==> src/rtl/ir_filter.sv <==
`default_nettype none
// ============================================================================
// Module   : ir_filter
// Purpose  : Per-channel 2^DEPTH_LOG2-frame boxcar average and obstacle
//            detector for the four 12-bit IR channels from ADC_interface.
//            A frame is snapshotted on ADC_valid and the four channels are
//            updated one per cycle (CH0..CH3), then published in DONE.
// Ports    : clk, reset          - clock, asynchronous active-high reset
//            ADC_DATA[3:0]       - raw 12-bit samples, one word per channel
//            ADC_valid           - one-cycle new-frame strobe
//            IR_FILT[3:0]        - filtered value per channel
//            IR_obstacle[3:0]    - obstacle flag per channel
//            IR_valid            - one-cycle pulse when outputs updated
//            IR_primed           - sticky, first full window accepted
//            IR_overrun          - sticky, a frame was dropped
// Config   : IR_FILTER_HYST_EN   - defined: obstacle flag uses hysteresis
//                                  (set >= THRESH, clear < THRESH-HYST)
// Revision : 1.0 - initial release
// ============================================================================
module ir_filter #(
    parameter int          DEPTH_LOG2 = 2,
    parameter logic [11:0] THRESH     = 12'h800,
    parameter logic [11:0] HYST       = 12'h040
) (
    input  logic             clk,
    input  logic             reset,
    input  logic [3:0][11:0] ADC_DATA,
    input  logic             ADC_valid,
    output logic [3:0][11:0] IR_FILT,
    output logic [3:0]       IR_obstacle,
    output logic             IR_valid,
    output logic             IR_primed,
    output logic             IR_overrun
);

    localparam int c_DEPTH = 1 << DEPTH_LOG2;
    localparam int c_SW    = 12 + DEPTH_LOG2;

    localparam logic [2:0] c_S_IDLE = 3'd0;
    localparam logic [2:0] c_S_CH0  = 3'd1;
    localparam logic [2:0] c_S_CH1  = 3'd2;
    localparam logic [2:0] c_S_CH2  = 3'd3;
    localparam logic [2:0] c_S_CH3  = 3'd4;
    localparam logic [2:0] c_S_DONE = 3'd5;

    logic [2:0]            r_state;
    logic [2:0]            w_state_next;
    logic [3:0][11:0]      r_snap;
    logic [DEPTH_LOG2-1:0] r_wr_ptr;
    logic [3:0][11:0]      w_avg;
    logic [3:0]            w_obs_next;
    logic [3:0][11:0]      r_filt;
    logic [3:0]            r_obs;
    logic                  r_valid;
    logic                  r_primed;
    logic                  r_overrun;

    // ------------------------------------------------------------------
    // FSM next state
    // ------------------------------------------------------------------
    always_comb begin
        w_state_next = r_state;
        case (r_state)
            c_S_IDLE: if (ADC_valid) w_state_next = c_S_CH0;
            c_S_CH0:  w_state_next = c_S_CH1;
            c_S_CH1:  w_state_next = c_S_CH2;
            c_S_CH2:  w_state_next = c_S_CH3;
            c_S_CH3:  w_state_next = c_S_DONE;
            c_S_DONE: w_state_next = c_S_IDLE;
            default:  w_state_next = c_S_IDLE;
        endcase
    end

    // ------------------------------------------------------------------
    // Per-channel buffer and running sum. Channel n is updated in CHn.
    // The modular add/subtract is exact because the final sum always fits.
    // ------------------------------------------------------------------
    for (genvar gi = 0; gi < 4; gi++) begin : g_ch
        localparam logic [2:0] c_MY_STATE = 3'(c_S_CH0 + 3'(gi));

        logic [c_SW-1:0] r_sum;
        logic [11:0]     r_buf [c_DEPTH];
        logic [c_SW-1:0] w_new_sum;
        logic [c_SW-1:0] w_final_sum;

        assign w_new_sum = r_sum + c_SW'(r_snap[gi]) - c_SW'(r_buf[r_wr_ptr]);

        // Outputs are latched on the CH3 edge so they appear together with
        // IR_valid in DONE; channel 3's sum is still being written then,
        // so its freshly computed value is used directly.
        if (gi == 3) begin : g_last
            assign w_final_sum = w_new_sum;
        end else begin : g_prev
            assign w_final_sum = r_sum;
        end

        assign w_avg[gi] = w_final_sum[DEPTH_LOG2 +: 12];

        always_ff @(posedge clk or posedge reset) begin
            if (reset) begin
                r_sum <= '0;
                for (int i = 0; i < c_DEPTH; i++) begin
                    r_buf[i] <= '0;
                end
            end else if (r_state == c_MY_STATE) begin
                r_sum           <= w_new_sum;
                r_buf[r_wr_ptr] <= r_snap[gi];
            end
        end
    end

    // ------------------------------------------------------------------
    // Obstacle flag
    // ------------------------------------------------------------------
`ifdef IR_FILTER_HYST_EN
    localparam logic [11:0] c_CLR_LEVEL = THRESH - HYST;

    always_comb begin
        w_obs_next = r_obs;
        for (int n = 0; n < 4; n++) begin
            if (w_avg[n] >= THRESH) begin
                w_obs_next[n] = 1'b1;
            end else if (w_avg[n] < c_CLR_LEVEL) begin
                w_obs_next[n] = 1'b0;
            end
        end
    end
`else
    logic w_hyst_unused;
    assign w_hyst_unused = ^HYST;

    always_comb begin
        w_obs_next = '0;
        for (int n = 0; n < 4; n++) begin
            w_obs_next[n] = (w_avg[n] >= THRESH);
        end
    end
`endif

    // ------------------------------------------------------------------
    // Control and output registers
    // ------------------------------------------------------------------
    always_ff @(posedge clk or posedge reset) begin
        if (reset) begin
            r_state   <= c_S_IDLE;
            r_snap    <= '0;
            r_wr_ptr  <= '0;
            r_filt    <= '0;
            r_obs     <= '0;
            r_valid   <= 1'b0;
            r_primed  <= 1'b0;
            r_overrun <= 1'b0;
        end else begin
            r_state <= w_state_next;
            r_valid <= (r_state == c_S_CH3);
            if (ADC_valid) begin
                if (r_state == c_S_IDLE) begin
                    r_snap <= ADC_DATA;
                end else begin
                    r_overrun <= 1'b1;
                end
            end
            if (r_state == c_S_CH3) begin
                r_filt <= w_avg;
                r_obs  <= w_obs_next;
                // wr_ptr has advanced once per earlier frame, so all-ones
                // marks the frame that completes the first window.
                if (&r_wr_ptr) begin
                    r_primed <= 1'b1;
                end
            end
            if (r_state == c_S_DONE) begin
                r_wr_ptr <= r_wr_ptr + DEPTH_LOG2'(1);
            end
        end
    end

    assign IR_FILT     = r_filt;
    assign IR_obstacle = r_obs;
    assign IR_valid    = r_valid;
    assign IR_primed   = r_primed;
    assign IR_overrun  = r_overrun;

endmodule
`default_nettype wire

==> config.mk <==
export PLATFORM = sky130hd
export DESIGN_NAME = ir_filter
export DESIGN_NICKNAME = d
export VERILOG_FILES = /design/src/rtl/ir_filter.sv
export SDC_FILE = /design/constraint.sdc
export NUM_CORES = 1
export LEC_CHECK = 0
export CAP_MARGIN = 20
export CORE_ASPECT_RATIO = 0.9
export CORE_UTILIZATION = 60
export DETAILED_ROUTE_END_ITERATION = 12
export PLACE_DENSITY = 0.87
export SYNTH_ARGS = -nofsm -noshare
export SYNTH_HDL_FRONTEND = slang
export SYNTH_SLANG_ARGS = --single-unit
==> constraint.sdc <==
create_clock -name clk -period 26 [get_ports clk]
set_clock_uncertainty 0.2 [all_clocks]
set_input_delay 3.9 -clock clk [delete_from_list [all_inputs] [get_ports clk]]
set_output_delay 3.9 -clock clk [all_outputs]
set_load 0.02 [all_outputs]
==> results of run 1 <==
[worst max path at each step]
stage / start / slack, ns / cells past startpoint / end
3_5_place_dp: reset / 18.75 / 4 / r_snap[31]$_DFFE_PP0P_
2_1_floorplan: reset / 12.39 / 1 / IR_FILT[0]$_DFFE_PP0P_
3_3_place_gp: reset / 18.84 / 4 / r_snap[31]$_DFFE_PP0P_
5_1_grt: reset / 18.95 / 4 / g_ch[2].r_buf[18]$_DFFE_PP0P_
4_1_cts: reset / 19.30 / 4 / g_ch[2].r_buf[28]$_DFFE_PP0P_
6_report: reset / 19.40 / 4 / g_ch[2].r_sum[13]$_DFFE_PP0P_
[kinds of logic after synthesis]
group | synth area share
AO/OA/AOI/OAI | 0.100
XOR/XNOR | 0.0157
adder cells (fa/ha/maj) | 0.0983
buffers and inverters | 0.0651
flip-flops | 0.482
multiplexers | 0.159
AND/OR/NAND/NOR | 0.0790
[per-layer routing]
metal,GRT usage,part of all wire,vias to the layer above
met4,0.130,0.039,0
met3,0.0414,0.056,108
met5,0,0,-
met1,0.360,0.41,6239
li1,-,-,5573
met2,0.485,0.50,447
[cell type report]
cell class	instances	area (um2)
tap	396	495
antenna	1	2.50
multi-input combinational	973	8070
inverter	209	792
fill	1984	8810
clock buffer	53	1060
clock inverter	9	73.8
timing repair buffer	114	1120
sequential	343	8590
[metrics by stage]
| step | hold slack, ns | utilization | setup WS (ns) |
|---|---|---|---|
| after CTS | 0.282 | 0.696 | 19.30 |
| final | 0.273 | 0.696 | 19.40 |
| after detailed placement | 0.254 | 0.657 | 18.75 |
| after global placement | 0.251 | 0.657 | 18.84 |
| after floorplan | 0.245 | - | 12.39 |
| after global routing | 0.296 | 0.696 | 18.95 |
[registers in the layout, summed over array words and instances (netlist names)]
signal,count
g_ch.r_buf,192
IR_obstacle,4
r_wr_ptr,2
r_state,3
IR_overrun,1
g_ch.r_sum,44
IR_valid,1
IR_primed,1
r_snap,48
IR_FILT,47
[placed cells by master (no fill, tap or decap), types with 14 or more instances in the layout]
cell type	synthesis	routed
xor2_1	18	18
nor2_1	33	33
nand2_1	196	195
clkdlybuf4s50_1	0	105
mux2_2	155	155
fa_1	48	48
clkbuf_16	0	37
o21ai_0	200	200
dfrtp_1	343	341
a21oi_1	29	29
xnor2_1	14	14
ha_1	63	63
mux4_2	48	48
inv_1	209	208
[worst max-delay path: cells and delay by family]
| kind | cells | cell delay, ns |
|---|---|---|
| buffers and inverters | 4 | 2.81 |
==> flow_summary.toml, run 1 <==
[synth]
synthesis.nets = 1767
synth_area_per_cell_um2 = 11.1
synth_area_um2 = 17800
syn_inst = 1605
synthArstFlopShare = 1.00
yosys-top-cells-count = "343 x dfrtp_1, 209 x inv_1, 200 x o21ai_0"
synth_seq_cells = 343
yosys.cell_types.count = 59
synth-edff-count = 0
ys_warn_count = 0
synth_most_common_cell = "dfrtp_1"
netlist.area_leader.share = 0.482
synthFlopType = "dfrtp_1"
synth.area.top_cells = "dfrtp_1 48%, mux2_2 9.8%, mux4_2 6.1%"
yosysSeqAreaShare = 0.482
yosysTopAreaCell = "dfrtp_1"

[finish]
area_growth_pct = 13.5
layout-drive-gt1-share = 0.167
final_cells = 2098
fin_area_um2 = 20200
fin_nets = 1838

[cts]
insertion_delay_ns = 0.52
cts_buffer_depth = 3
cts_tree = "done"
cts_made_buffers = 35
path_clk_slew_ns = 0.06
cts.sinks = 343
cts-root-buf = "clkbuf_16"
postCtsSetupBuffers = 0
postCtsResizedCells = 0
h-tree-depth = 2
hold_buffers = 0

[setup_path]
crit_required_ns = 26.33
crit_slowest_cell = "buf_4"
start_kind = "input port"
max_stage_delay_ns = 0.89
reg2reg_from = "r_wr_ptr[0]$_DFFE_PP0N_"
worst-endpoint-arrival_ns = 6.93
worstSetupEndpointType = "async pin"
worstPathCellList = "clkdlybuf4s50_1, inv_8, buf_4, buf_4"
r2r_cells = 13
crit_fanout = 132
reg2reg_slack_ns = 21.28
r2r_end = "g_ch[1].r_sum[8]$_DFFE_PP0P_"
crit_type = "in2async"
critPathMostFrequentCell = "buf_4"

[hold_path]
hp-class = "reg2reg"
hold_path.startpoint = "IR_FILT[29]$_DFFE_PP0P_"
whs_endpoint = "IR_FILT[29]$_DFFE_PP0P_"
min_path_cells = 2

[timing]
slew_violations = 0
max_freq_ghz = 0.152
slew_headroom = 0.338
min_period_ns = 6.60
rsz0062_at_grt = "no"
finalCritPeriodShare = 0.254
setup_viol = 0
worst_slew_pin_slew_ns = 0.992
setup-tns-final_ns = 0
final_hold_viol_count = 0

[status]
status = "complete, no violations"

[drt]
first_pass_iters = 7
wirelength_um = 40500
num_vias = 12400
via_per_inst = 5.89
final_antenna_net_count = 0
avgRoutedWirePerCell_um = 19.3
drt_iter0_markers = 987
drc = 0

[place]
port_buffers = 105
dp.cells = 2034
place_hpwl_um = 26400
place_area_um2 = 19100
place_congestion = 0.905

[die]
placementRows = 59
io_pins = 106
initial_core_util = 0.614
die_h_um = 165
core_um2 = 29000
die_area_um2 = 30400
die_w_um = 184

[grt]
track_usage = 0.283
grt_max_degree = 133
grt-ovfl-total = 0
grt_pass1_vias = 12900
antenna_found_initial = 1
grt_pass1_wl_um = 66800

[flow_run]
maxCapViolations = 0
Power of run 1 is not shown: default switching activity piles up to over one toggle a cycle in this logic, so the estimate is an artifact.
==> run 2, diff against run 1 <==
- CORE_UTILIZATION: 60 -> 54
- PLACE_DENSITY: 0.87 -> 0.83
- clock period: 26 -> 5.5 ns (I/O delays scaled with it)
==> flow_summary.toml, run 2 (synthesis results as in run 1) <==
[status]
status = "finished, violations left"
violations = "DRC"

[cts]
cts.sinks = 343
insertion_delay_ns = 0.52
postCtsSetupBuffers = 0
hold_buffers = 0
cts_buffer_depth = 3
cts_tree = "done"
cts-root-buf = "clkbuf_16"
cts_made_buffers = 36
h-tree-depth = 2
postCtsResizedCells = 0
path_clk_slew_ns = 0.06

[setup_path]
crit_required_ns = 5.72
worst-endpoint-arrival_ns = 4.53
crit_fanout = 25
r2r_end = "g_ch[1].r_sum[12]$_DFFE_PP0P_"
reg2reg_slack_ns = 1.19
cp-endpoint = "g_ch[1].r_sum[12]$_DFFE_PP0P_"
r2r_cells = 13
worstSetupStartpoint = "r_wr_ptr[1]$_DFFE_PP0N_"
start_kind = "flip-flop"
reg2reg_from = "r_wr_ptr[1]$_DFFE_PP0N_"
crit_type = "reg2reg"
worstSetupEndpointType = "flip-flop"

[grt]
track_usage = 0.242
grt-ovfl-total = 0
grt_pass1_wl_um = 65200
grt_max_degree = 138
grt_pass1_vias = 12600
antenna_found_initial = 0

[timing]
min_period_ns = 4.31
finalCritPeriodShare = 0.784
setup_viol = 0
final_hold_viol_count = 0
worst_slew_pin_slew_ns = 0.801
max_freq_ghz = 0.232
rsz0062_at_grt = "no"
slew_headroom = 0.466
slew_violations = 0

[drt]
drt_iter0_markers = 737
wl_met1_um = 17100
via_per_inst = 5.72
final_antenna_net_count = 0
drc = 5
route.met2.wl_um = 19100
avgRoutedWirePerCell_um = 18.6
num_vias = 12100
topRoutingLayerUsed = "met4"
first_pass_iters = 11
wl_met3_um = 1950
wirelength_um = 39300

[die]
placementRows = 62
die_h_um = 174
io_pins = 106
core_um2 = 32200
die_area_um2 = 33700
initial_core_util = 0.553
die_w_um = 193

[place]
place_hpwl_um = 27100
place_congestion = 0.923
dp.cells = 2057
port_buffers = 105

[hold_path]
hp-class = "reg2reg"

[finish]
final_common_cell = "dfrtp_1"
largest_reg_flops = 192
diodes = 0
n_fill_cell = 2445
layout-drive-gt1-share = 0.171
area_growth_pct = 14.1
regMostFlops = "g_ch.r_buf"
fin_nets = 1841
mostFrequentLayoutCells = "341 x dfrtp_1, 208 x inv_1, 200 x o21ai_0, 195 x nand2_1, 155 x mux2_2"
final_cells = 2118

[flow_run]
maxCapViolations = 0
-- run 2: cell count changes in the layout (fill, tap and decap cells not counted), moves of 2 or more --
cell,before,now
buf_12,0,2
clkbuf_1,9,4
clkinvlp_4,0,3
bufinv_16,1,3
-- run 2: metal layers --
layer,global-route usage,vias up
met4,0.0840,0
met5,0,-
met1,0.328,6116
met3,0.0353,87
li1,-,5563
met2,0.401,346
-- run 2: layout make-up --
type	count	area (um2)	area share
clock buffer	48	1040	0.0510
tap	416	520	0.0256
multi-input combinational	973	8080	0.398
clock inverter	13	149	0.00733
sequential	343	8590	0.423
timing repair buffer	116	1160	0.0570
inverter	209	788	0.0388
-- run 2: worst min path at each step --
stage                                       start  cells after the start  slack (ns)                       endpoint
detailed placement         IR_overrun$_DFFE_PP0P_                      1        0.26         IR_overrun$_DFFE_PP0P_
CTS                        IR_overrun$_DFFE_PP0P_                      1        0.28         IR_overrun$_DFFE_PP0P_
global route                IR_primed$_DFFE_PP0P_                      1        0.30          IR_primed$_DFFE_PP0P_
finish                    IR_FILT[24]$_DFFE_PP0P_                      2        0.27        IR_FILT[24]$_DFFE_PP0P_
floorplan           g_ch[2].r_buf[13]$_DFFE_PP0P_                      2        0.24  g_ch[2].r_buf[13]$_DFFE_PP0P_
global placement    g_ch[2].r_buf[30]$_DFFE_PP0P_                      2        0.26  g_ch[2].r_buf[30]$_DFFE_PP0P_
-- run 2: critical path, cell delays in order, from the launching register on --
cell and delay, ns:
dfrtp_2 0.80, buf_4 0.43, mux4_2 0.36, ha_1 0.29
inv_1 0.06, ha_1 0.21, inv_1 0.08, fa_1 0.45
nor2b_1 0.18, o31ai_1 0.13, a311oi_1 0.53, a21oi_1 0.16
xor2_1 0.16, o21ai_0 0.16
-- run 2: through the flow --
step / hold slack, ns / cell area (um2) / setup TNS (ns) / util / worst slack (ns)
final: 0.273 / 20300 / 0 / 0.631 / 1.19
after global routing: 0.298 / 20300 / 0 / 0.631 / 0.926
after CTS: 0.277 / 20300 / 0 / 0.631 / 1.22
after detailed placement: 0.260 / 19100 / 0 / 0.594 / 1.23
after global placement: 0.257 / 19100 / 0 / 0.594 / 1.26
after floorplan: 0.245 / 17800 / -38.93 / - / -0.114
Power of run 2 is left out for the same reason.
==> run 3, diff against run 2 <==
- CORE_UTILIZATION: 54 -> 60
- PLACE_DENSITY: 0.83 -> 0.87
- clock period: 5.5 -> 4 ns (I/O delays scaled with it)
==> flow_summary.toml, run 3 (synthesis results as in run 1) <==
[status]
status = "complete, no violations"

[cts]
cts_made_buffers = 35
path_clk_slew_ns = 0.06
hold_buffers = 0
cts.sinks = 343
h-tree-depth = 2
cts_buffer_depth = 3
cts-root-buf = "clkbuf_16"
cts_tree = "done"
insertion_delay_ns = 0.52

[grt]
grt-ovfl-total = 0
antenna_found_initial = 1
track_usage = 0.267
grt_pass1_wl_um = 63500
grt_max_degree = 73
grt_pass1_vias = 12600

[timing]
max_freq_ghz = 0.261
slew_violations = 0
finalWorstSetupSlack_ns = 0.166
finalCritPeriodShare = 0.959
final_hold_viol_count = 0
min_period_ns = 3.83
setup_viol = 0
worst_slew_pin_slew_ns = 0.764
rsz0062_at_grt = "no"
slew_headroom = 0.489
fin_hold_ws_ns = 0.274

[setup_path]
worstPathCellList = "buf_12, mux4_2, fa_1, inv_1, ha_1, o21ai_0, a21oi_1, nor2_1, a221o_1, or4_1"
crit_required_ns = 4.18
max_stage_delay_ns = 0.52
worst-endpoint-arrival_ns = 4.01
crit_fanout = 13
worstSetupEndpointType = "flip-flop"
start_kind = "flip-flop"
crit_slowest_cell = "dfrtp_4"
crit_type = "reg2reg"

[finish]
fin_nets = 1855
mostFrequentLayoutCells = "341 x dfrtp_1, 208 x inv_1, 200 x o21ai_0, 195 x nand2_1, 155 x mux2_2"
regMostFlops = "g_ch.r_buf"
final_cells = 2112
layout-drive-gt1-share = 0.177
final_common_cell = "dfrtp_1"
area_growth_pct = 15.3
largest_reg_flops = 192

[drt]
avgRoutedWirePerCell_um = 18.4
num_vias = 12100
wirelength_um = 38800
final_antenna_net_count = 0
drt_iter0_markers = 638
via_per_inst = 5.72
first_pass_iters = 5
drc = 0

[hold_path]
hp-class = "reg2reg"

[place]
pre_cts_ws_ns = 0.0895
place_congestion = 0.910
dp.cells = 2048
place_hpwl_um = 26700
port_buffers = 105

[die]
die_area_um2 = 30400
core_um2 = 29000
die_h_um = 165
io_pins = 106
initial_core_util = 0.614
placementRows = 59
die_w_um = 184

[flow_run]
maxCapViolations = 0
## run 3: through the flow
stage / cell area, um2 / util / TNS (ns)
after floorplan: 17800 / - / -476.26
after global placement: 19300 / 0.665 / 0
after detailed placement: 19300 / 0.665 / 0
after CTS: 20500 / 0.706 / 0
after global routing: 20500 / 0.707 / 0
final: 20500 / 0.707 / 0
## run 3: what timing repair did
item | 4_1_cts | 5_1_grt
endpoints found under the setup margin | 0 | 9
resized for setup | 0 | 3
setup buffers | 0 | 4
## run 3: worst paths after layout
kind	startpoint	end	slack (ns)	cells after the start
max	r_wr_ptr[0]$_DFFE_PP0N_	IR_obstacle[3]$_DFFE_PP0P_	0.17	10
min	IR_primed$_DFFE_PP0P_	IR_primed$_DFFE_PP0P_	0.27	1
max reg2reg	r_wr_ptr[0]$_DFFE_PP0N_	IR_obstacle[3]$_DFFE_PP0P_	0.17	10
min reg2reg	IR_primed$_DFFE_PP0P_	IR_primed$_DFFE_PP0P_	0.27	1
max in group asynchronous	reset	IR_FILT[35]$_DFFE_PP0P_	2.47	3
min in group asynchronous	reset	r_snap[46]$_DFFE_PP0P_	0.34	2
## run 3: layout make-up
cell class                      count  area (um2)
Tap cell                          396         495
Inverter                          209         788
Timing Repair Buffer              131        1370
Clock inverter                      9         149
Multi-Input combinational cell    973        8090
Sequential cell                   343        8590
Fill cell                        1982        8490
Antenna cell                        1        2.50
Clock buffer                       50        1030
## run 3: metal layers
layer | GRT usage | share of wire | vias up
met3 | 0.0322 | 0.042 | 81
met2 | 0.461 | 0.50 | 292
met1 | 0.356 | 0.43 | 6093
met5 | 0 | 0 | -
met4 | 0.0841 | 0.027 | 0
li1 | - | - | 5609
## run 3: critical path: cells and delay by family (launching register included)
kind,cells,cell delay [ns]
and+or+nand+nor,2,0.59
DFF,1,0.52
muxes,1,0.52
adders and majority gates,2,0.87
buffers and inverters,2,0.24
AOI/OAI and AO/OA,3,0.76
Power of run 3 is left out for the same reason.
